**config.mk**
```make
export PLATFORM = sky130hd
export DESIGN_NAME = bcd_serial_add_ctrl_flat
export DESIGN_NICKNAME = d
export VERILOG_FILES = /design/src/rtl/bcd_serial_add_ctrl_pkg.sv /design/src/rtl/bcd_serial_add_ctrl_if.sv /design/src/rtl/bcd_serial_add_ctrl_digit_add.sv /design/src/rtl/bcd_serial_add_ctrl.sv /design/src/flat_wrapper.sv
export SDC_FILE = /design/constraint.sdc
export NUM_CORES = 1
export LEC_CHECK = 0
export BUFFER_PORTS_ARGS = -buffer_cell sky130_fd_sc_hd__buf_4
export CAP_MARGIN = 20
export CELL_PAD_IN_SITES_DETAIL_PLACEMENT = 1
export CELL_PAD_IN_SITES_GLOBAL_PLACEMENT = 2
export CORE_ASPECT_RATIO = 1.4
export CORE_MARGIN = 2
export CORE_UTILIZATION = 30
export CTS_CLUSTER_SIZE = 10
export DETAILED_ROUTE_END_ITERATION = 7
export HOLD_SLACK_MARGIN = 0.06
export PLACE_DENSITY = 0.84
export SLEW_MARGIN = 20
export SYNTH_ARGS = -nofsm -noshare
export SYNTH_HDL_FRONTEND = slang
export SYNTH_SLANG_ARGS = --single-unit
```
**constraint.sdc**
```tcl
create_clock -name clk -period 9.33 [get_ports clk]
set_clock_uncertainty 0.1 [all_clocks]
set_input_delay 0.933 -clock clk [delete_from_list [all_inputs] [get_ports clk]]
set_output_delay 0.933 -clock clk [all_outputs]
set_load 0.1 [all_outputs]
```
**src/rtl/bcd_serial_add_ctrl_pkg.sv**
```systemverilog
// Shared BCD constants, digit type, sequencer state encoding and digit helpers
// for the serial BCD adder.
package bcd_pkg;

    localparam int BCD_DIGIT_W = 4;
    localparam int BCD_MAX     = 9;
    localparam int BCD_ADJ     = 6;

    typedef logic [BCD_DIGIT_W-1:0] bcd_digit_t;

    typedef enum logic [1:0] {
        IDLE = 2'd0,
        ADD  = 2'd1,
        DONE = 2'd2
    } state_e;

    function automatic logic digit_invalid(bcd_digit_t d);
        return (d > bcd_digit_t'(BCD_MAX));
    endfunction

    // Out-of-range digits wrap here, which keeps subtraction of bad input deterministic.
    function automatic bcd_digit_t nines_comp(bcd_digit_t d);
        return bcd_digit_t'(BCD_MAX) - d;
    endfunction

endpackage

```
**src/rtl/bcd_serial_add_ctrl_if.sv**
```systemverilog
// Operand/result handshake bundle for bcd_serial_add_ctrl.
// The sub port exists only when BCD_SUB_EN is defined.
interface bcd_serial_add_ctrl_if #(parameter int DIGITS = 4);

    logic                  in_valid;
    logic                  in_ready;
    logic [4*DIGITS-1:0]   a_bcd;
    logic [4*DIGITS-1:0]   b_bcd;
    logic                  cin;
`ifdef BCD_SUB_EN
    logic                  sub;
`endif
    logic                  out_valid;
    logic                  out_ready;
    logic [4*DIGITS-1:0]   sum_bcd;
    logic                  cout;
    logic                  err;
    logic                  busy;

    modport master (
        output in_valid, a_bcd, b_bcd, cin, out_ready,
`ifdef BCD_SUB_EN
        output sub,
`endif
        input  in_ready, out_valid, sum_bcd, cout, err, busy
    );

    modport slave (
        input  in_valid, a_bcd, b_bcd, cin, out_ready,
`ifdef BCD_SUB_EN
        input  sub,
`endif
        output in_ready, out_valid, sum_bcd, cout, err, busy
    );

endinterface

```
**src/rtl/bcd_serial_add_ctrl_digit_add.sv**
```systemverilog
// Single-digit BCD adder with decimal correction; purely combinational and
// shared across all digit positions by the sequencer.
module bcd_digit_add
    import bcd_pkg::*;
(
    input  bcd_digit_t a,
    input  bcd_digit_t b,
    input  logic       cin,
    output bcd_digit_t digit,
    output logic       cout
);

    logic [4:0] s5_s;

    // Binary digit sum, then +6 correction whenever it exceeds nine
    always_comb begin
        s5_s = {1'b0, a} + {1'b0, b} + {4'b0000, cin};
        if (s5_s > 5'(BCD_MAX)) begin
            digit = s5_s[3:0] + 4'(BCD_ADJ);
            cout  = 1'b1;
        end else begin
            digit = s5_s[3:0];
            cout  = 1'b0;
        end
    end

endmodule

```
**src/rtl/bcd_serial_add_ctrl.sv**
```systemverilog
// Digit-serial packed-BCD adder: one shared digit adder, LSD first, valid/ready
// on both sides. Define BCD_SUB_EN to add ten's-complement subtraction.
module bcd_serial_add_ctrl
    import bcd_pkg::*;
#(
    parameter int DIGITS = 4
) (
    input  logic                    clk,
    input  logic                    rst_n,
    bcd_serial_add_ctrl_if.slave    bus
);

    localparam int W    = BCD_DIGIT_W * DIGITS;
    localparam int IDXW = (DIGITS > 1) ? $clog2(DIGITS) : 1;

    state_e            state_q, state_d;
    logic [W-1:0]      a_q, a_d, b_q, b_d, sum_q, sum_d;
    logic              carry_q, carry_d, cout_q, cout_d, err_q, err_d;
    logic [IDXW-1:0]   idx_q, idx_d;
    logic              in_ready_q, out_valid_q, busy_q;

    logic [W-1:0]      b_in_s;
    logic              cin_in_s;
    logic              err_in_s;
    bcd_digit_t        dig_a_s, dig_b_s, dig_sum_s;
    logic              dig_cout_s;

    // Operand conditioning at accept: invalid-digit scan and optional complement of B
    always_comb begin
        err_in_s = 1'b0;
        b_in_s   = bus.b_bcd;
        cin_in_s = bus.cin;
        for (int i = 0; i < DIGITS; i++) begin
            err_in_s = err_in_s
                     | digit_invalid(bus.a_bcd[BCD_DIGIT_W*i +: BCD_DIGIT_W])
                     | digit_invalid(bus.b_bcd[BCD_DIGIT_W*i +: BCD_DIGIT_W]);
        end
`ifdef BCD_SUB_EN
        if (bus.sub) begin
            for (int i = 0; i < DIGITS; i++) begin
                b_in_s[BCD_DIGIT_W*i +: BCD_DIGIT_W] =
                    nines_comp(bus.b_bcd[BCD_DIGIT_W*i +: BCD_DIGIT_W]);
            end
            cin_in_s = 1'b1;
        end else begin
            b_in_s   = bus.b_bcd;
            cin_in_s = bus.cin;
        end
`endif
    end

    assign dig_a_s = a_q[BCD_DIGIT_W*idx_q +: BCD_DIGIT_W];
    assign dig_b_s = b_q[BCD_DIGIT_W*idx_q +: BCD_DIGIT_W];

    bcd_digit_add u_digit_add (
        .a     (dig_a_s),
        .b     (dig_b_s),
        .cin   (carry_q),
        .digit (dig_sum_s),
        .cout  (dig_cout_s)
    );

    // Sequencer next-state: accept, walk the digits, then hold until the result is taken
    always_comb begin
        state_d = state_q;
        a_d     = a_q;
        b_d     = b_q;
        carry_d = carry_q;
        idx_d   = idx_q;
        sum_d   = sum_q;
        cout_d  = cout_q;
        err_d   = err_q;
        case (state_q)
            IDLE: begin
                if (bus.in_valid) begin
                    a_d     = bus.a_bcd;
                    b_d     = b_in_s;
                    carry_d = cin_in_s;
                    idx_d   = '0;
                    err_d   = err_in_s;
                    state_d = ADD;
                end else begin
                    state_d = IDLE;
                end
            end
            ADD: begin
                sum_d[BCD_DIGIT_W*idx_q +: BCD_DIGIT_W] = dig_sum_s;
                carry_d = dig_cout_s;
                if (idx_q == IDXW'(DIGITS - 1)) begin
                    cout_d  = dig_cout_s;
                    idx_d   = '0;
                    state_d = DONE;
                end else begin
                    idx_d   = idx_q + IDXW'(1);
                    state_d = ADD;
                end
            end
            DONE: begin
                if (bus.out_ready) begin
                    state_d = IDLE;
                end else begin
                    state_d = DONE;
                end
            end
            default: begin
                state_d = IDLE;
            end
        endcase
    end

    // State and result registers; handshake outputs are registered from the next state
    always_ff @(posedge clk) begin
        if (!rst_n) begin
            state_q     <= IDLE;
            a_q         <= '0;
            b_q         <= '0;
            carry_q     <= 1'b0;
            idx_q       <= '0;
            sum_q       <= '0;
            cout_q      <= 1'b0;
            err_q       <= 1'b0;
            in_ready_q  <= 1'b1;
            out_valid_q <= 1'b0;
            busy_q      <= 1'b0;
        end else begin
            state_q     <= state_d;
            a_q         <= a_d;
            b_q         <= b_d;
            carry_q     <= carry_d;
            idx_q       <= idx_d;
            sum_q       <= sum_d;
            cout_q      <= cout_d;
            err_q       <= err_d;
            in_ready_q  <= (state_d == IDLE);
            out_valid_q <= (state_d == DONE);
            busy_q      <= (state_d != IDLE);
        end
    end

    assign bus.in_ready  = in_ready_q;
    assign bus.out_valid = out_valid_q;
    assign bus.sum_bcd   = sum_q;
    assign bus.cout      = cout_q;
    assign bus.err       = err_q;
    assign bus.busy      = busy_q;

endmodule

```
**src/flat_wrapper.sv**
```systemverilog
// flat-port wrapper written by rule: the top's interface ports become plain ports
module bcd_serial_add_ctrl_flat import bcd_pkg::*;
#(
    parameter int DIGITS = 4
)
  (clk, rst_n, bus_in_valid, bus_a_bcd, bus_b_bcd, bus_cin, bus_out_ready, bus_in_ready, bus_out_valid, bus_sum_bcd, bus_cout, bus_err, bus_busy);
  bcd_serial_add_ctrl_if #(.DIGITS(DIGITS)) bus_i ();
  input  logic clk;
  input  logic rst_n;
  input wire logic [$bits(bus_i.in_valid)-1:0] bus_in_valid;
  input wire logic [$bits(bus_i.a_bcd)-1:0] bus_a_bcd;
  input wire logic [$bits(bus_i.b_bcd)-1:0] bus_b_bcd;
  input wire logic [$bits(bus_i.cin)-1:0] bus_cin;
  input wire logic [$bits(bus_i.out_ready)-1:0] bus_out_ready;
  output wire logic [$bits(bus_i.in_ready)-1:0] bus_in_ready;
  output wire logic [$bits(bus_i.out_valid)-1:0] bus_out_valid;
  output wire logic [$bits(bus_i.sum_bcd)-1:0] bus_sum_bcd;
  output wire logic [$bits(bus_i.cout)-1:0] bus_cout;
  output wire logic [$bits(bus_i.err)-1:0] bus_err;
  output wire logic [$bits(bus_i.busy)-1:0] bus_busy;
  assign bus_i.in_valid = bus_in_valid;
  assign bus_i.a_bcd = bus_a_bcd;
  assign bus_i.b_bcd = bus_b_bcd;
  assign bus_i.cin = bus_cin;
  assign bus_i.out_ready = bus_out_ready;
  assign bus_in_ready = bus_i.in_ready;
  assign bus_out_valid = bus_i.out_valid;
  assign bus_sum_bcd = bus_i.sum_bcd;
  assign bus_cout = bus_i.cout;
  assign bus_err = bus_i.err;
  assign bus_busy = bus_i.busy;
  bcd_serial_add_ctrl #(.DIGITS(DIGITS)) u_core (.clk(clk), .rst_n(rst_n), .bus(bus_i));
endmodule
```
==> results of run 1 <==
worst max path at each step:
stage / start / endpoint / slack [ps]
2_1_floorplan: u_core.idx_q[0] / u_core.bus.sum_bcd[2] / 5590
6_report: u_core.idx_q[0] / u_core.bus.sum_bcd[10] / 4830
3_5_place_dp: u_core.idx_q[0] / u_core.bus.sum_bcd[10] / 4820
5_1_grt: u_core.idx_q[0] / u_core.bus.sum_bcd[10] / 4570
3_3_place_gp: u_core.idx_q[0] / u_core.bus.sum_bcd[2] / 5000
4_1_cts: u_core.idx_q[0] / u_core.bus.sum_bcd[10] / 4760
layer usage:
metal	vias to the layer above	global-route usage, %
li1	1281	-
met1	1264	20.1
met2	63	30.9
met3	13	3.95
met4	0	7.74
met5	-	0
report_power, final:
part	internal (uW)	switching, uW	total, uW
clock	221	111	332
sequential	260	9.56	270
combinational	49.0	81.7	131
total	530	202	732
placed cells by master (no fill, tap or decap), drive strengths merged, types with 5 or more instances in the layout:
| cell type | Yosys | final |
|---|---|---|
| a22oi | 5 | 5 |
| nand3 | 15 | 15 |
| nand2 | 80 | 80 |
| ha | 11 | 11 |
| a21oi | 42 | 42 |
| clkbuf | 15 | 14 |
| buf | 4 | 60 |
| o21ai | 19 | 19 |
| mux4 | 8 | 8 |
| inv | 9 | 9 |
| nor2 | 14 | 14 |
| dfxtp | 58 | 58 |
| nor4 | 5 | 5 |
area by class of cell:
cell class                      count  area [um^2]  area share (%)
Inverter                            9         33.8           0.929
Tap cell                          107          134            3.68
Clock inverter                      2         35.0           0.963
Clock buffer                       14          264            7.26
Multi-Input combinational cell    246         1560            42.9
Timing Repair Buffer               60          450            12.4
Sequential cell                    58         1160            31.9
cells in the mapped netlist (all sizes together), types with 2 or more instances:
cell type and instances:
a2111oi 2, a21oi 42, a222oi 2, a22oi 5, a32oi 2, and2 2
and3 4, buf 4, clkbuf 15, dfxtp 58, fa 2, ha 11
inv 9, mux2i 3, mux4 8, nand2 80, nand3 15, nand4 2
nor2 14, nor2b 2, nor3 4, nor4 5, o211ai 2, o21ai 19
o311a 2, o32a 2
per-stage QoR:
step | std cells | hold WS [ps] | util (%)
2_1_floorplan | 332 | 333 | -
3_5_place_dp | 480 | 350 | 36.8
4_1_cts | 496 | 356 | 40.1
6_report | 496 | 354 | 40.1
3_3_place_gp | 480 | 342 | 36.8
5_1_grt | 496 | 375 | 40.1
registers in the layout, summed over array words and instances, names as in the netlist:
name                  cells
u_core.a_q               16
u_core.b_q               16
u_core.bus.sum_bcd       16
u_core.idx_q              2
u_core.state_q            2
u_core.bus.busy           1
u_core.bus.cout           1
u_core.bus.err            1
u_core.bus.in_ready       1
u_core.bus.out_valid      1
u_core.carry_q            1
critical path, stage by stage (launching register included):
cell	delay (ps)
dfxtp_1	930
mux4_2	640
fa_1	450
inv_1	90
fa_1	660
ha_1	370
a32o_2	290
o311ai_4	390
mux2_4	350
o21ai_1	130
logic make-up (layout without fill, tap and decap cells):
family | Yosys count | count (layout) | synth area share, %
XOR/XNOR | 1 | 1 | 0.575
multiplexers | 12 | 12 | 7.96
AO/OA/AOI/OAI | 85 | 85 | 18.8
buffers and inverters | 28 | 85 | 3.81
flip-flops | 58 | 58 | 41.1
AND/OR/NAND/NOR | 135 | 135 | 21.5
adder cells (fa/ha/maj) | 13 | 13 | 6.28
==> results.json, run 1 <==
{
  "highest-signal-layer": "met4",
  "end_kind": "register",
  "finalHoldViolCount": 0,
  "fillCellCount": 1087,
  "rsz0062_at_grt": "false",
  "total_power_uw": 732,
  "fin_ws_ps": 4830,
  "slew_headroom_pct": 37.5,
  "setup_violations": 0,
  "finalMaxSlewViolations": 0,
  "synth_top_flop_cell": "dfxtp_1",
  "grt_pass1_wl_mm": 14.0,
  "wl_per_cell_um": 16.7,
  "antenna_found_initial": 0,
  "timing.rr.end": "u_core.bus.sum_bcd[10]",
  "numPortBuffers": 57,
  "avgSynthCellArea_um2": 8.52,
  "wl_met2_mm": 4.34,
  "die_h_um": 119,
  "cts_repair_resize_count": 0,
  "drt_first_pass_iters": 4,
  "preCtsSetupSlack_ps": 4820,
  "synthToLayoutAreaGrowth_pct": 28.6,
  "grt_max_degree": 34,
  "ir_drop_mv": 0.0962,
  "async_flop_share_pct": 0,
  "hold_depth": 2,
  "die_x_um": 86.1,
  "placed_cell_area_um2": 3340,
  "dp_hpwl_mm": 6.18,
  "ff2ff_path_depth": 9,
  "netlist_instances": 332,
  "clock_sinks": 58,
  "cp_max_fo": 19,
  "seq_area_frac_synth_pct": 41.1,
  "postCtsSetupBuffers": 0,
  "viasPerCell": 5.28,
  "post-route-cell-area_um2": 3640,
  "hold_start": "u_core.a_q[9]",
  "tightestPinTransition_ps": 937,
  "post-route-min-period_ps": 4500,
  "overflow": 0,
  "root_buffer": "clkbuf_16",
  "grt_pass1_vias": 2851,
  "min_to": "u_core.a_q[9]",
  "syn_nets": 382,
  "synth-seq-cells": 58,
  "cts_tree": "done",
  "antennaDiodeCount": 0,
  "power_density_nw_per_um2": 201,
  "num-nets-final": 434,
  "hold_path_class": "register to register",
  "synth_area_leaders": "dfxtp_1 41%, nand2_1 11%, a21oi_1 7.4%",
  "wl_met3_um": 331,
  "finalWeightedCongestion": 0.807,
  "core_um2": 9080,
  "cts_buffers": 9,
  "worstPathArrival_ps": 4660,
  "tns_ps": 0,
  "drc_errors": 0,
  "wl_met1_mm": 3.44,
  "cts.path.max_buffers": 2,
  "drt_iter0_markers": 126,
  "holdBufCountCts": 0,
  "synth_top_area_share_pct": 41.1,
  "routed_wl_mm": 8.29,
  "critPathLaunchType": "register",
  "ant_nets": 0,
  "synth-edff-count": 0,
  "clkSlewWorstSetupHoldPaths_ps": 50,
  "yosys.cell_types.count": 47,
  "r2r_start": "u_core.idx_q[0]",
  "timing_worst_setup_path_type": "register to register",
  "htreeDepth": 3,
  "start_util_pct": 31.1,
  "clk_latency_ps": 330,
  "regToRegSetupSlack_ps": 4830,
  "dr_total_vias": 2621,
  "status": "complete, no violations",
  "synth_area_um2": 2830,
  "drive_gt1_share_pct": 22.9,
  "clock.fmax_mhz": 222,
  "io-pin-count": 58,
  "critPathRequiredTime_ps": 9490,
  "die_area_um2": 10200,
  "rows": 41,
  "fin_crit_sh_pct": 48.2,
  "p_leak_uw": 0.00146,
  "yosys.area.top_type": "dfxtp_1",
  "drv_cap": 0,
  "gr-usage-all-layers_pct": 17.6,
  "ys_warn_count": 0
}
Power figures use the tool's default switching activity.
==> inputs of run 2 (changes only) <==
--- a/config.mk
+++ b/config.mk
@@ -11,7 +11,7 @@
 export CELL_PAD_IN_SITES_GLOBAL_PLACEMENT = 2
 export CORE_ASPECT_RATIO = 1.4
 export CORE_MARGIN = 2
-export CORE_UTILIZATION = 30
+export CORE_UTILIZATION = 29
 export CTS_CLUSTER_SIZE = 10
 export DETAILED_ROUTE_END_ITERATION = 7
 export HOLD_SLACK_MARGIN = 0.06
==> constraint.sdc (replaced) <==
create_clock -name clk -period 4.1 [get_ports clk]
set_clock_uncertainty 0.1 [all_clocks]
set_input_delay 0.41 -clock clk [delete_from_list [all_inputs] [get_ports clk]]
set_output_delay 0.41 -clock clk [all_outputs]
set_load 0.1 [all_outputs]
==> run 2 against run 1 <==
Effect of this change: wire length grew 0.42%; setup slack got worse by 4300 ps; highest routed layer unchanged; largest cell class unchanged; hold slack got worse by 120 ps; largest power group unchanged; critical endpoint is now u_core.bus.sum_bcd[2].
==> results.json, run 2 (synthesis gave the netlist of run 1 again) <==
{
  "finalWeightedCongestion": 0.883,
  "end_kind": "register",
  "ff2ff_path_depth": 11,
  "cp_max_fo": 6,
  "power_density_nw_per_um2": 449,
  "postCtsSetupBuffers": 0,
  "die_h_um": 121,
  "status": "complete, no violations",
  "final_cell_mix": "80 x nand2_1, 64 x buf_4, 58 x dfxtp_1",
  "ir_drop_mv": 0.216,
  "finalMaxSlewViolations": 0,
  "routed_wl_mm": 8.33,
  "r2r_start": "u_core.idx_q[0]",
  "grt_pass1_wl_mm": 13.6,
  "die_x_um": 87.5,
  "dp_hpwl_mm": 6.28,
  "p_leak_uw": 0.00147,
  "timing_worst_setup_path_type": "register to register",
  "fin_crit_sh_pct": 87.8,
  "clkSlewWorstSetupHoldPaths_ps": 50,
  "cts_buffers": 9,
  "viasPerCell": 5.22,
  "regToRegSetupSlack_ps": 500,
  "final_common_cell": "nand2_1",
  "io-pin-count": 58,
  "antennaDiodeCount": 0,
  "core_um2": 9460,
  "gr-usage-all-layers_pct": 16.9,
  "drive_gt1_share_pct": 23.4,
  "dr_total_vias": 2628,
  "die_area_um2": 10600,
  "drt_iter0_markers": 152,
  "synthToLayoutAreaGrowth_pct": 29.2,
  "start_util_pct": 29.9,
  "wl_per_cell_um": 16.6,
  "post-route-min-period_ps": 3600,
  "hold_depth": 3,
  "cts.path.max_buffers": 2,
  "worstPathArrival_ps": 3760,
  "rsz0062_at_grt": "false",
  "grt_max_degree": 33,
  "antenna_found_initial": 0,
  "critPathRequiredTime_ps": 4260,
  "grt_pass1_vias": 2759,
  "cts_tree": "done",
  "slew_headroom_pct": 46.0,
  "drc_errors": 0,
  "ant_nets": 0,
  "holdWs_ps": 231,
  "setup_violations": 0,
  "root_buffer": "clkbuf_16",
  "clk_latency_ps": 330,
  "numPortBuffers": 57,
  "htreeDepth": 3,
  "hold_start": "bus_a_bcd[0]",
  "hold_path_class": "input port to register",
  "overflow": 0,
  "clock.fmax_mhz": 278,
  "drt_first_pass_iters": 4,
  "clock_sinks": 58,
  "min_to": "u_core.a_q[0]",
  "timing.rr.end": "u_core.bus.sum_bcd[2]",
  "tightestPinTransition_ps": 799,
  "num-nets-final": 438,
  "tns_ps": 0,
  "rows": 42,
  "drv_cap": 0,
  "holdBufCountCts": 0,
  "cts_repair_resize_count": 0,
  "critPathLaunchType": "register",
  "finalHoldViolCount": 0
}
==> run 2: cell types whose count changed in the layout (fill, tap and decap cells not counted) <==
cell,previous run,this run
clkbuf_8,2,0
clkinv_2,1,2
buf_4,60,64
clkbuf_1,3,4
==> run 2: routing by layer <==
metal | track usage [%] | wire length, um | up-vias
met5 | 0 | 0 | -
met4 | 7.60 | 173 | 0
met3 | 3.89 | 357 | 15
met2 | 29.0 | 4350 | 67
met1 | 19.5 | 3450 | 1256
li1 | - | - | 1290
==> run 2: final cells by class <==
cell class | count | area, um^2
clock buffers | 13 | 240
clock inverters | 3 | 40.0
fillers | 1144 | 5810
inverters | 9 | 33.8
multi-input cells | 246 | 1560
flip-flops and latches | 58 | 1160
well taps | 110 | 138
repair buffers | 64 | 480
==> run 2: per-stage QoR <==
stage	cell area, um^2	util [%]	setup slack (ps)	total power [uW]	instances
after floorplan	2830	-	360	832	332
after global placement	3370	35.6	660	921	487
after detailed placement	3370	35.6	521	931	487
after CTS	3650	38.6	482	1660	503
after global routing	3650	38.6	322	1710	503
final	3650	38.6	502	1640	503
==> run 2: worst max path at each step <==
stage                         start                      to  slack [ps]  depth (start not counted)
detailed placement  u_core.idx_q[0]   u_core.bus.sum_bcd[2]         520                         11
CTS                 u_core.idx_q[0]   u_core.bus.sum_bcd[2]         480                         11
finish              u_core.idx_q[0]   u_core.bus.sum_bcd[2]         500                         11
floorplan           u_core.idx_q[0]   u_core.bus.sum_bcd[2]         360                         11
global route        u_core.idx_q[0]   u_core.bus.sum_bcd[2]         320                         11
global placement    u_core.idx_q[0]  u_core.bus.sum_bcd[14]         660                         11
==> run 2: critical path: stages, from the launching register on <==
cell      delay [ps]
dfxtp_1          410
mux4_2           540
fa_1             460
inv_1             90
fa_1             230
xor2_2           280
ha_1             200
nand2_1           70
a32o_2           280
o311ai_4         350
mux2_4           360
o21ai_1          150
==> run 2: where the power goes <==
part           internal (uW)  switching, uW  leakage [uW]
Sequential               592           16.8      0.000474
Clock                    468            250      0.000138
Combinational            115            195      0.000859
Total                   1180            463       0.00147
